**src/rtl/riscv_v_mul_ctrl.sv**
```systemverilog
// riscv_v_mul_ctrl: sequences one packed-vector multiply through a shared
// MUL_WIDTH-bit vedic multiplier, one MUL_WIDTH chunk per cycle, and
// gathers the per-element low or high product halves into resp_data.
//
// Ports:
//   clk, rst_n                      clock, async active-low reset
//   req_valid/req_ready             request handshake (ready only when idle)
//   req_a, req_b                    packed vector sources (DATA_WIDTH)
//   req_osize                       one-hot element size: bit0=8 .. bit3=64
//   req_signed, req_high            signed multiply, return upper half
//   kill                            abort the in-flight operation
//   mul_a, mul_b, mul_is_signed,
//   mul_osize                       registered multiplier drive
//   mul_z                           multiplier result, MUL_LATENCY cycles later
//   resp_valid/resp_ready           response handshake
//   resp_data, resp_err             result vector, unsupported-size flag
//   perf_ops                        completed good ops
//
// Build option: define RISCV_V_MUL_CTRL_PERF_EN to enable the perf_ops
// counter; otherwise perf_ops is tied to zero.

package riscv_v_mul_ctrl_pkg;
  localparam int unsigned OSIZE_W = 4;
  // One-hot element size: bit0=8, bit1=16, bit2=32, bit3=64 bits
  typedef logic [OSIZE_W-1:0] osize_vector_t;
endpackage

module riscv_v_mul_ctrl
  import riscv_v_mul_ctrl_pkg::*;
#(
  parameter int unsigned DATA_WIDTH  = 128,
  parameter int unsigned MUL_WIDTH   = 32,
  parameter int unsigned MUL_LATENCY = 0
) (
  input  logic                   clk,
  input  logic                   rst_n,
  input  logic                   req_valid,
  output logic                   req_ready,
  input  logic [DATA_WIDTH-1:0]  req_a,
  input  logic [DATA_WIDTH-1:0]  req_b,
  input  osize_vector_t          req_osize,
  input  logic                   req_signed,
  input  logic                   req_high,
  input  logic                   kill,
  output logic [MUL_WIDTH-1:0]   mul_a,
  output logic [MUL_WIDTH-1:0]   mul_b,
  output logic                   mul_is_signed,
  output osize_vector_t          mul_osize,
  input  logic [2*MUL_WIDTH-1:0] mul_z,
  output logic                   resp_valid,
  input  logic                   resp_ready,
  output logic [DATA_WIDTH-1:0]  resp_data,
  output logic                   resp_err,
  output logic [31:0]            perf_ops
);

  localparam int unsigned NUM_CHUNKS = DATA_WIDTH / MUL_WIDTH;
  localparam int unsigned IDX_W      = (NUM_CHUNKS > 1) ? $clog2(NUM_CHUNKS) : 1;
  localparam int unsigned CNT_W      = $clog2(NUM_CHUNKS + 1);

  typedef enum logic [1:0] {S_IDLE, S_ISSUE, S_DRAIN, S_RESP} state_t;

  state_t                  state_q, state_d;
  logic [DATA_WIDTH-1:0]   a_q, a_d, b_q, b_d;
  logic                    high_q, high_d;
  logic [CNT_W-1:0]        cnt_q, cnt_d;
  logic                    iss_v_q, iss_v_d;
  logic [IDX_W-1:0]        iss_idx_q, iss_idx_d;
  logic [MUL_WIDTH-1:0]    mul_a_d, mul_b_d;
  logic                    sgn_d;
  osize_vector_t           os_d;
  logic                    resp_err_d;
  logic [DATA_WIDTH-1:0]   resp_data_d;
  logic                    size_err_c;
  logic                    accept_c;
  logic                    kill_c;
  logic                    cap_v;
  logic [IDX_W-1:0]        cap_idx;
  logic [MUL_WIDTH-1:0]    ext_c [4];
  logic [MUL_WIDTH-1:0]    chunk_res;

  assign accept_c = (state_q == S_IDLE) && req_valid && req_ready;
  assign kill_c   = kill && (state_q != S_IDLE);

  // Element sizes wider than the multiplier cannot be split across chunks
  assign size_err_c = (req_osize[3] && (MUL_WIDTH < 64)) ||
                      (req_osize[2] && (MUL_WIDTH < 32)) ||
                      (req_osize[1] && (MUL_WIDTH < 16));

  // Per-size selection of the low/high half of each 2E-bit element product
  for (genvar s = 0; s < 4; s++) begin : g_size
    localparam int unsigned ELEM_W = 8 << s;
    if (ELEM_W <= MUL_WIDTH) begin : g_fit
      logic [MUL_WIDTH-1:0] res;
      always_comb begin
        res = '0;
        for (int i = 0; i < MUL_WIDTH / ELEM_W; i++) begin
          res[ELEM_W*i +: ELEM_W] = high_q ? mul_z[2*ELEM_W*i+ELEM_W +: ELEM_W]
                                           : mul_z[2*ELEM_W*i +: ELEM_W];
        end
      end
      assign ext_c[s] = res;
    end else begin : g_wide
      assign ext_c[s] = '0;
    end
  end

  // One-hot size mux of the captured chunk
  always_comb begin
    chunk_res = '0;
    for (int s = 0; s < 4; s++) begin
      if (mul_osize[s]) chunk_res = chunk_res | ext_c[s];
    end
  end

  // Valid/index shift line aligning each issue with its multiplier result
  if (MUL_LATENCY == 0) begin : g_nolat
    assign cap_v   = iss_v_q;
    assign cap_idx = iss_idx_q;
  end else begin : g_lat
    logic [MUL_LATENCY-1:0]            pv_q;
    logic [MUL_LATENCY-1:0][IDX_W-1:0] pi_q;
    always_ff @(posedge clk or negedge rst_n) begin
      if (!rst_n) begin
        pv_q <= '0;
        pi_q <= '0;
      end else if (kill_c) begin
        pv_q <= '0;
      end else begin
        pv_q[0] <= iss_v_q;
        pi_q[0] <= iss_idx_q;
        for (int j = 1; j < MUL_LATENCY; j++) begin
          pv_q[j] <= pv_q[j-1];
          pi_q[j] <= pi_q[j-1];
        end
      end
    end
    assign cap_v   = pv_q[MUL_LATENCY-1];
    assign cap_idx = pi_q[MUL_LATENCY-1];
  end

  // Next-state and registered-output logic
  always_comb begin
    state_d     = state_q;
    a_d         = a_q;
    b_d         = b_q;
    high_d      = high_q;
    os_d        = mul_osize;
    sgn_d       = mul_is_signed;
    cnt_d       = cnt_q;
    iss_v_d     = 1'b0;
    iss_idx_d   = iss_idx_q;
    mul_a_d     = '0;
    mul_b_d     = '0;
    resp_err_d  = resp_err;
    resp_data_d = resp_data;

    if (cap_v) resp_data_d[32'(cap_idx)*MUL_WIDTH +: MUL_WIDTH] = chunk_res;

    unique case (state_q)
      S_IDLE: begin
        if (accept_c) begin
          a_d         = req_a;
          b_d         = req_b;
          high_d      = req_high;
          os_d        = req_osize;
          sgn_d       = req_signed;
          resp_data_d = '0;
          if (size_err_c) begin
            resp_err_d = 1'b1;
            state_d    = S_RESP;
          end else begin
            resp_err_d = 1'b0;
            mul_a_d    = req_a[MUL_WIDTH-1:0];
            mul_b_d    = req_b[MUL_WIDTH-1:0];
            iss_v_d    = 1'b1;
            iss_idx_d  = '0;
            cnt_d      = CNT_W'(1);
            state_d    = S_ISSUE;
          end
        end
      end
      S_ISSUE: begin
        // cnt_q is the next chunk to issue; the previous one is on the bus
        if (cnt_q < CNT_W'(NUM_CHUNKS)) begin
          mul_a_d   = a_q[32'(cnt_q)*MUL_WIDTH +: MUL_WIDTH];
          mul_b_d   = b_q[32'(cnt_q)*MUL_WIDTH +: MUL_WIDTH];
          iss_v_d   = 1'b1;
          iss_idx_d = IDX_W'(cnt_q);
          cnt_d     = cnt_q + CNT_W'(1);
        end else begin
          state_d = (MUL_LATENCY == 0) ? S_RESP : S_DRAIN;
        end
      end
      S_DRAIN: begin
        if (cap_v && (cap_idx == IDX_W'(NUM_CHUNKS - 1))) state_d = S_RESP;
      end
      S_RESP: begin
        if (resp_ready) state_d = S_IDLE;
      end
      default: state_d = S_IDLE;
    endcase

    if (kill_c) begin
      state_d = S_IDLE;
      iss_v_d = 1'b0;
      mul_a_d = '0;
      mul_b_d = '0;
    end
  end

  // State and output registers
  always_ff @(posedge clk or negedge rst_n) begin
    if (!rst_n) begin
      state_q       <= S_IDLE;
      a_q           <= '0;
      b_q           <= '0;
      high_q        <= 1'b0;
      cnt_q         <= '0;
      iss_v_q       <= 1'b0;
      iss_idx_q     <= '0;
      mul_a         <= '0;
      mul_b         <= '0;
      mul_is_signed <= 1'b0;
      mul_osize     <= '0;
      req_ready     <= 1'b0;
      resp_valid    <= 1'b0;
      resp_err      <= 1'b0;
      resp_data     <= '0;
    end else begin
      state_q       <= state_d;
      a_q           <= a_d;
      b_q           <= b_d;
      high_q        <= high_d;
      cnt_q         <= cnt_d;
      iss_v_q       <= iss_v_d;
      iss_idx_q     <= iss_idx_d;
      mul_a         <= mul_a_d;
      mul_b         <= mul_b_d;
      mul_is_signed <= sgn_d;
      mul_osize     <= os_d;
      req_ready     <= (state_d == S_IDLE);
      resp_valid    <= (state_d == S_RESP);
      resp_err      <= resp_err_d;
      resp_data     <= resp_data_d;
    end
  end

`ifdef RISCV_V_MUL_CTRL_PERF_EN
  // Counts completed good responses; wraps naturally
  always_ff @(posedge clk or negedge rst_n) begin
    if (!rst_n) begin
      perf_ops <= '0;
    end else if ((state_q == S_RESP) && resp_ready && !resp_err) begin
      perf_ops <= perf_ops + 32'd1;
    end
  end
`else
  assign perf_ops = '0;
`endif

endmodule

```
**config.mk**
```make
export PLATFORM = sky130hd
export DESIGN_NAME = riscv_v_mul_ctrl
export DESIGN_NICKNAME = d
export VERILOG_FILES = /design/src/rtl/riscv_v_mul_ctrl.sv
export SDC_FILE = /design/constraint.sdc
export NUM_CORES = 1
export LEC_CHECK = 0
export BUFFER_PORTS_ARGS = -buffer_cell sky130_fd_sc_hd__buf_2
export CAP_MARGIN = 20
export CORE_MARGIN = 10
export CORE_UTILIZATION = 31
export DETAILED_ROUTE_END_ITERATION = 8
export SLEW_MARGIN = 20
export SYNTH_ARGS = -nofsm -noshare
export SYNTH_HDL_FRONTEND = slang
export SYNTH_SLANG_ARGS = --single-unit
```
**constraint.sdc**
```tcl
create_clock -name clk -period 2.7 [get_ports clk]
set_input_delay 0.27 -clock clk [delete_from_list [all_inputs] [get_ports clk]]
set_output_delay 0.27 -clock clk [all_outputs]
set_load 0.005 [all_outputs]
```
== Word-level counts from Yosys, hierarchy flattened ==
Cells that the tools add are included.
Word-level totals
  flip-flop bits (word level): 465
  latch bits: 0
  bits in writable memories: 0
  memory bits (read-only): 0
  output and inout bits: 232
  logic and storage cells: 87
  memories kept: 0
Cells by class
  $add $sub $neg: 2
  multiply operators: 0
  divide/modulo/power cells: 0
  magnitude comparators: 1
  equality and inequality tests: 8
  shift-type cells: 4
  multiplexer cells: 45
  bitwise operators: 2
  reductions and logical operators: 10
Operator list (count)
  2-to-1 mux 128 bit: 3
  2-to-1 mux 32 bit: 12
  indexed part select 128 x 9 -> 32 bit: 2
  bitwise mux 128 bit: 1
  one-hot mux 32 bit (2 select lines): 2
  variable shift 32 x 34 -> 128 bit, first input constant: 1
  indexed part select 32 x 34 -> 128 bit: 1
  bitwise OR 32 bit: 2
  negator 7 -> 34 bit: 1
  2-to-1 mux 16 bit: 2
  2-to-1 mux 8 bit: 4
  2-to-1 mux 2 bit: 9
  2-to-1 mux 3 bit: 3
  equality test 2 bit, second input constant: 4
  one-hot mux 2 bit (4 select lines): 1
  inequality test 2 bit, second input constant: 3
  one-hot mux 3 bit (2 select lines): 1
  2-to-1 mux 1 bit: 5
  logical AND 1 bit: 4
  zero test 2 bit: 2
  one-hot mux 2 bit (2 select lines): 1
  AND reduction 4 bit: 1
  nonzero test 2 bit: 2
  adder 3 x 1 -> 3 bit, second input constant: 1
  4 further kinds: 4

== Depth between registers and ports, before layout ==
Gate-level depths: netlist (run 1).
  word-level depth: 11
  depth in mapped cells: 7

== Least setup slack after synthesis (run 1) ==
OpenSTA, ideal clock, no wires.
  path kind: register -> register
  start: reg iss_idx_q[0] (netlist: cap_idx[0])
  end: reg resp_data[66]
  library setup time: 0.094 ns
  arrival: 1.727 ns
  data required time: 2.606 ns
  path slack: 0.879 ns
  stages on the path, launching flop included: 7
  buffers on the path: 1
  clock period less this slack: 1.821 ns
  path through: dfrtp_1 -> inv_1 -> ha_1 -> nor3b_4 -> buf_4 -> mux2i_1 -> a211oi_1
Between the ends
  word-level cells in the longest chain between the ends: 6
  elaborated cells between the ends (all ways): 7
  those cells by class: add/sub: 1; shift: 2; mux: 4
RTL lines
  start, declared: RTL line 68  | logic [IDX_W-1:0] iss_idx_q, iss_idx_d;
  start signal, assigned: RTL line 237  | iss_idx_q <= iss_idx_d;
  negator 7 -> 34 bit *: RTL line 158  | if (cap_v) resp_data_d[32'(cap_idx)*MUL_WIDTH +: MUL_WIDTH] = chunk_res;
  indexed part select 32 x 34 -> 128 bit / variable shift 32 x 34 -> 128 bit (equally long branches): RTL line 158
  bitwise mux 128 bit *: RTL line 158
  2-to-1 mux 128 bit *: RTL line 158
  2-to-1 mux 128 bit: RTL line 162  | if (accept_c) begin
  2-to-1 mux 128 bit *: RTL line 160  | unique case (state_q)
  named net resp_data_d[66]: RTL line 73  | logic [DATA_WIDTH-1:0] resp_data_d;
  end signal, assigned: RTL line 245  | resp_data <= resp_data_d;
  end, declared: RTL line 52  | output logic [DATA_WIDTH-1:0] resp_data,
Mark *: on every way through the listed nets, which the timed path passes. The rest lies on a longest branch.
A chain may end at the register's enable or synchronous reset.

== Worst setup path in the final report (run 1) ==
  start: reg mul_osize[0]
  end: out mul_osize[0]
RTL lines
  start, declared: RTL line 48  | output osize_vector_t mul_osize,
  start signal, assigned: RTL line 241  | mul_osize <= os_d;
No word-level cell between the ends.

==> results.json, run 1 <==
{
  "seqCellArea_mm2": 0.0116,
  "rr_endpoint": "resp_data[10]",
  "rsz0062_at_grt": "false",
  "min_period_ns": 2.27,
  "crit_family": "flip-flops",
  "antenna_found_initial": 5,
  "startpoint": "mul_osize[0]",
  "dieArea_mm2": 0.0843,
  "clock_latency_ns": 0.62,
  "drt_iter0_markers": 1426,
  "cp.depth": 2,
  "syn_area_mm2": 0.0227,
  "fill_cells": 6833,
  "cp.required_ns": 2.43,
  "cts_resized": 0,
  "skew_ns": 0.0253,
  "worstSetupStartpointType": "flip-flop",
  "p_int_mw": 18.5,
  "dr.pass1.iters": 5,
  "portBuffers": 530,
  "core-area_mm2": 0.0727,
  "hold_class": "in2reg",
  "ctsRootBufferMaster": "clkbuf_16",
  "placementRows": 99,
  "area_delta_synth_final_pct": 35.2,
  "grt_pass1_vias": 20700,
  "final_area_mm2": 0.0307,
  "slew_violations": 0,
  "setup_viol": 0,
  "synth_area_per_cell_um2": 10.5,
  "totalWireLength_um": 84200,
  "numCtsBuffers": 53,
  "grt.overflow.total": 0,
  "peakVddDrop_uv": 620,
  "grt_start_max_net_pins": 140,
  "power_mw": 29.8,
  "cts_tree": "done",
  "cts_sinks": 464,
  "synth_edf_count": 0,
  "fin_nets": 3226,
  "slowest_stage": "dfrtp_4",
  "route.vias.total": 19900,
  "pwr-share-seq_pct": 36.4,
  "path_cells": "buf_4, buf_2",
  "status": "completed",
  "synthFlopType": "dfrtp_1",
  "r2r_cells": 6,
  "finalCritPeriodShare_pct": 83.9,
  "ctsHoldBuffers": 263,
  "seq_area_frac_synth_pct": 51.2,
  "critical_path.endpoint": "mul_osize[0]",
  "leakage_nw": 15.8,
  "dp_hpwl_um": 57500,
  "max_freq_ghz": 0.441,
  "htreeDepth": 2,
  "ios": 563,
  "cp-end-kind": "primary output",
  "synth.distinct_cells": 45,
  "reg2reg_from": "cap_idx[0]",
  "yosysWarnings": 0,
  "crit_fanout": 42,
  "die_w_um": 290,
  "maxSlewHeadroom_pct": 53.2,
  "cp.arrival_ns": 2.00,
  "drc_errors": 0,
  "cap_violations": 0,
  "critPathBufInv": 2,
  "cts_setup_buffers": 0,
  "switching_share_pct": 37.7,
  "gp_congestion": 0.888,
  "multiInputGateArea_mm2": 0.00992,
  "combPwrFrac_pct": 38.7,
  "drive_gt1_share_pct": 28.1,
  "dpl_cell_area_mm2": 0.0262,
  "grt_pass1_wl_um": 129000,
  "clkPwrFrac_pct": 24.9,
  "viasPerCell": 5.10,
  "p_switching_mw": 11.2,
  "hold_viol_final": 0,
  "routedWlPerCell_um": 21.6,
  "dieHeight_um": 290,
  "async_reset_ff_share_pct": 100,
  "regToRegSetupSlack_ns": 0.58,
  "final_core_utilization_pct": 42.2,
  "worst_slew_pin_slew_ns": 0.703,
  "initial_core_util_pct": 31.2,
  "grtUsageTotal_pct": 19.2,
  "finalSetupTns_ns": 0,
  "ant_nets": 0,
  "critPathMaxStageDelay_ns": 0.76,
  "clockBufferDepth": 3,
  "path_class": "reg2out",
  "syn_inst": 2150,
  "p_per_area_mw_per_mm2": 971,
  "synth-seq-cells": 464,
  "path_clk_slew_ns": 0.06
}
## kinds of logic (layout without fill, tap and decap cells)
| logic type | after synthesis | in the layout | share of synthesized area [%] |
|---|---|---|---|
| adder cells (fa/ha/maj) | 6 | 6 | 0.331 |
| multiplexers | 224 | 224 | 13.6 |
| buffers and inverters | 212 | 962 | 5.71 |
| AO/OA/AOI/OAI | 399 | 399 | 14.4 |
| other | 1 | 36 | 0.0165 |
| AND/OR/NAND/NOR | 844 | 844 | 14.7 |
| flip-flops | 464 | 464 | 51.2 |
## stage by stage
| stage | hold slack (ns) | cells | setup WS (ns) |
|---|---|---|---|
| after global placement | 0.310 | 3530 | 0.697 |
| after floorplan | -0.0256 | 2181 | 0.879 |
| after CTS | 0.0306 | 3890 | 0.410 |
| after detailed placement | 0.296 | 3530 | 0.574 |
| after global routing | 0.0380 | 3892 | 0.329 |
| final | 0.0664 | 3894 | 0.435 |
## synthesized netlist by cell type, types with 2 or more instances
| cell type | instances | area (um2) |
|---|---|---|
| a211oi_1 | 113 | 848 |
| a211oi_2 | 11 | 138 |
| a21o_1 | 3 | 22.5 |
| a21oi_1 | 4 | 20.0 |
| a221oi_1 | 2 | 17.5 |
| a22o_1 | 78 | 683 |
| a22oi_1 | 144 | 1080 |
| a22oi_4 | 10 | 213 |
| buf_2 | 74 | 370 |
| buf_4 | 86 | 646 |
| buf_6 | 11 | 124 |
| clkbuf_1 | 38 | 143 |
| dfrtp_1 | 464 | 11600 |
| ha_1 | 6 | 75.1 |
| inv_1 | 3 | 11.3 |
| mux2_2 | 36 | 405 |
| mux2i_1 | 124 | 1240 |
| mux4_2 | 64 | 1440 |
| nand2_1 | 801 | 3010 |
| nand2_2 | 4 | 25.0 |
| nand3_1 | 4 | 20.0 |
| nand4_1 | 4 | 25.0 |
| nor2_1 | 2 | 7.51 |
| nor2b_1 | 15 | 93.8 |
| nor3b_4 | 3 | 56.3 |
| o21a_1 | 3 | 22.5 |
| o21ai_0 | 13 | 65.1 |
| o22a_1 | 11 | 96.3 |
| o31ai_1 | 3 | 22.5 |
## flip-flops by register name (all words and copies together) (netlist names), 3 cells and up
name,cells
b_q,128
cnt_q,3
resp_data,128
mul_b,32
a_q,128
mul_a,32
mul_osize,4
## layer usage
layer  GRT usage, %  wire [um]  vias up
met1           23.6      34300     9908
met4           6.33       2680        2
met2           32.6      41000      849
met5              0          7        -
met3           4.59       6210      140
li1               -          -     8969
## power by group through the flow
stage	Clock, mW	Sequential [mW]	Combinational, mW
floorplan	0	10.1	8.45
global route	7.85	11.1	12.6
global placement	0	10.9	11.1
CTS	7.58	10.8	11.6
detailed placement	0	10.9	11.2
finish	7.41	10.8	11.5
## how the worst min path moves through the flow
stage | end | cells past startpoint | startpoint | slack [ns]
final | state_q[1] | 3 | kill | 0.07
after global routing | state_q[1] | 3 | kill | 0.04
after CTS | state_q[1] | 3 | kill | 0.03
after detailed placement | mul_osize[1] | 1 | rst_n | 0.30
after global placement | resp_data[97] | 1 | rst_n | 0.31
after floorplan | a_q[0] | 0 | rst_n | -0.03
## cells in the final DEF (no fill, tap or decap), drive strengths merged, types with 2 or more instances in the layout
cell type,netlist,layout
a22oi,154,154
a21oi,4,4
a21o,3,3
nor3b,4,4
a22o,78,78
mux4,64,64
nand2,805,805
nand4,4,4
nand3,4,4
ha,6,6
clkinv,0,10
conb,1,32
nor2,4,4
o22a,11,11
o31ai,3,3
dfrtp,464,464
a211oi,124,124
o21a,3,3
dlygate4sd3,0,263
clkbuf,38,78
inv,3,5
o21ai,13,13
nor2b,15,15
buf,171,599
mux2,36,36
clkinvlp,0,4
a221oi,2,2
bufinv,0,3
mux2i,124,124
diode,0,4
## worst register-to-register path, stage by stage, from the launching register on
cell	delay [ns]
dfrtp_1	0.53
inv_1	0.16
ha_1	0.42
nor3b_4	0.26
buf_12	0.23
mux2i_1	0.14
a211oi_1	0.27
## final cells by class
cell class | count | area share, %
clock inverter | 19 | 0.776
timing repair buffer | 862 | 19.9
inverter | 3 | 0.0367
clock buffer | 78 | 5.09
multi-input combinational | 1505 | 32.4
tap | 959 | 3.91
sequential | 464 | 37.9
antenna | 4 | 0.0327
Note: power is estimated with default switching activity, not from simulation.
==> run 2, diff against run 1 <==
- clock period: 2.7 -> 2.2 ns (I/O delays scaled with it)
==> run 2 against run 1 <==
Against the previous run: non-clock buffer count is 28 higher; sequential share of layout area decreased by 0.44 points; total power rose by 24%; final area rose by 1.2%; critical path type unchanged.
==> results.json, run 2 (same netlist as run 1, synthesis figures left out) <==
{
  "status": "completed",
  "cts_tree": "done",
  "ctsRootBufferMaster": "clkbuf_16",
  "placed_cells": 3556,
  "route.vias.total": 20200,
  "rr_endpoint": "resp_data[20]",
  "dieHeight_um": 290,
  "fin_cells": 3925,
  "dieArea_mm2": 0.0843,
  "grt_pass1_vias": 20900,
  "skew_ns": 0.0355,
  "totalWireLength_um": 86300,
  "cts_sinks": 464,
  "hold_class": "in2async",
  "finalCritPeriodShare_pct": 93.6,
  "rsz0062_at_grt": "false",
  "reg_top3": "a_q x128, b_q x128, resp_data x128",
  "fill_cells": 6810,
  "clock_latency_ns": 0.62,
  "finalSetupTns_ns": 0,
  "worstSetupStartpointType": "flip-flop",
  "core-area_mm2": 0.0727,
  "ios": 563,
  "grtUsageTotal_pct": 19.7,
  "final_area_mm2": 0.0310,
  "reg2reg_from": "mul_osize[2]",
  "htreeDepth": 2,
  "final_common_cell": "nand2_1",
  "setup_viol": 0,
  "grt_pass1_wl_um": 132000,
  "max_freq_ghz": 0.485,
  "cp-end-kind": "primary output",
  "min_period_ns": 2.06,
  "area_delta_synth_final_pct": 36.8,
  "p_per_area_mw_per_mm2": 1190,
  "power_mw": 37.0,
  "slowest_stage": "dfrtp_4",
  "cp.required_ns": 1.98,
  "seqCellArea_mm2": 0.0116,
  "worst_slew_pin_slew_ns": 0.933,
  "leakage_nw": 16.0,
  "cap_violations": 0,
  "gp_congestion": 0.954,
  "numCtsBuffers": 54,
  "hold_viol_final": 0,
  "dp_hpwl_um": 59200,
  "ant_nets": 0,
  "path_cells": "buf_6, buf_2",
  "dpl_cell_area_mm2": 0.0265,
  "drive_gt1_share_pct": 28.7,
  "clockBufferDepth": 3,
  "grt.overflow.total": 0,
  "final_cell_mix": "nand2_1 (801), buf_2 (529), dfrtp_1 (459), dlygate4sd3_1 (265), a22oi_1 (144)",
  "antenna_found_initial": 10,
  "grt_start_max_net_pins": 138,
  "critPathBufInv": 2,
  "path_class": "reg2out",
  "crit_fanout": 34,
  "regToRegSetupSlack_ns": 0.30,
  "viasPerCell": 5.14,
  "multiInputGateArea_mm2": 0.00992,
  "cp.arrival_ns": 1.84,
  "dr.pass1.iters": 6,
  "path_clk_slew_ns": 0.06,
  "r2r_cells": 3,
  "routedWlPerCell_um": 22.0,
  "peakVddDrop_uv": 701,
  "drt_iter0_markers": 1890,
  "initial_core_util_pct": 31.2,
  "die_w_um": 290,
  "drc_errors": 0,
  "crit_family": "flip-flops",
  "fin_nets": 3255,
  "maxSlewHeadroom_pct": 37.6,
  "slew_violations": 0,
  "critPathMaxStageDelay_ns": 0.69,
  "portBuffers": 530,
  "placementRows": 99
}
==> run 2: cell types whose count changed in the layout (fill, tap and decap cells not counted), moves of 2 or more <==
cell | previous run | this run
clkbuf_1 | 11 | 13
clkinv_4 | 0 | 2
clkbuf_16 | 53 | 55
buf_4 | 47 | 64
buf_12 | 22 | 30
dlygate4sd3_1 | 263 | 265
clkinv_2 | 8 | 6
clkinvlp_4 | 4 | 1
diode_2 | 4 | 6
==> run 2: how the worst max path moves through the flow <==
stage | startpoint | to | slack (ns) | cells after the start
2_1_floorplan | cap_idx[0] | resp_data[66] | 0.38 | 6
3_3_place_gp | high_q | resp_data[65] | 0.37 | 4
3_5_place_dp | cap_idx[1] | resp_data[51] | 0.35 | 6
4_1_cts | mul_osize[0] | mul_osize[0] | 0.006 | 2
5_1_grt | mul_osize[0] | mul_osize[0] | 0.06 | 2
6_report | mul_osize[0] | mul_osize[0] | 0.14 | 2
==> run 2: area by class of cell <==
cell class	count	share of cell area, %
antenna	6	0.0484
clock buffer	82	5.22
clock inverter	16	0.694
inverter	3	0.0363
multi-input combinational	1505	32.0
sequential	464	37.5
tap	959	3.87
timing repair buffer	890	20.7
==> run 2: power breakdown <==
group | internal, mW | switching [mW]
combinational | 6.42 | 8.23
sequential | 11.3 | 1.83
clock | 5.44 | 3.78
total | 23.1 | 13.8
==> run 2: per-layer routing <==
metal | part of all wire (%) | wire length (um) | GRT usage (%) | vias up
met1 | 40 | 34700 | 24.6 | 9956
li1 | - | - | - | 9024
met4 | 3.8 | 3250 | 7.55 | 8
met5 | 0.070 | 60 | 0 | -
met2 | 48 | 41800 | 32.6 | 1010
met3 | 7.6 | 6540 | 4.78 | 187
==> run 2: per-stage QoR <==
stage | util, % | hold WS (ns) | setup slack [ns]
3_5_place_dp | 36.5 | 0.164 | 0.351
2_1_floorplan | - | -0.0756 | 0.379
6_report | 42.6 | 0.0903 | 0.140
3_3_place_gp | 36.5 | 0.170 | 0.370
5_1_grt | 42.6 | 0.0863 | 0.0636
4_1_cts | 42.6 | 0.0611 | 0.00649
==> run 2: what timing repair did <==
action	CTS	global route
setup endpoints to repair	0	1
hold buffers	265	0
setup buffers	0	0
endpoints found under the hold margin	562	0
resized for setup	0	1
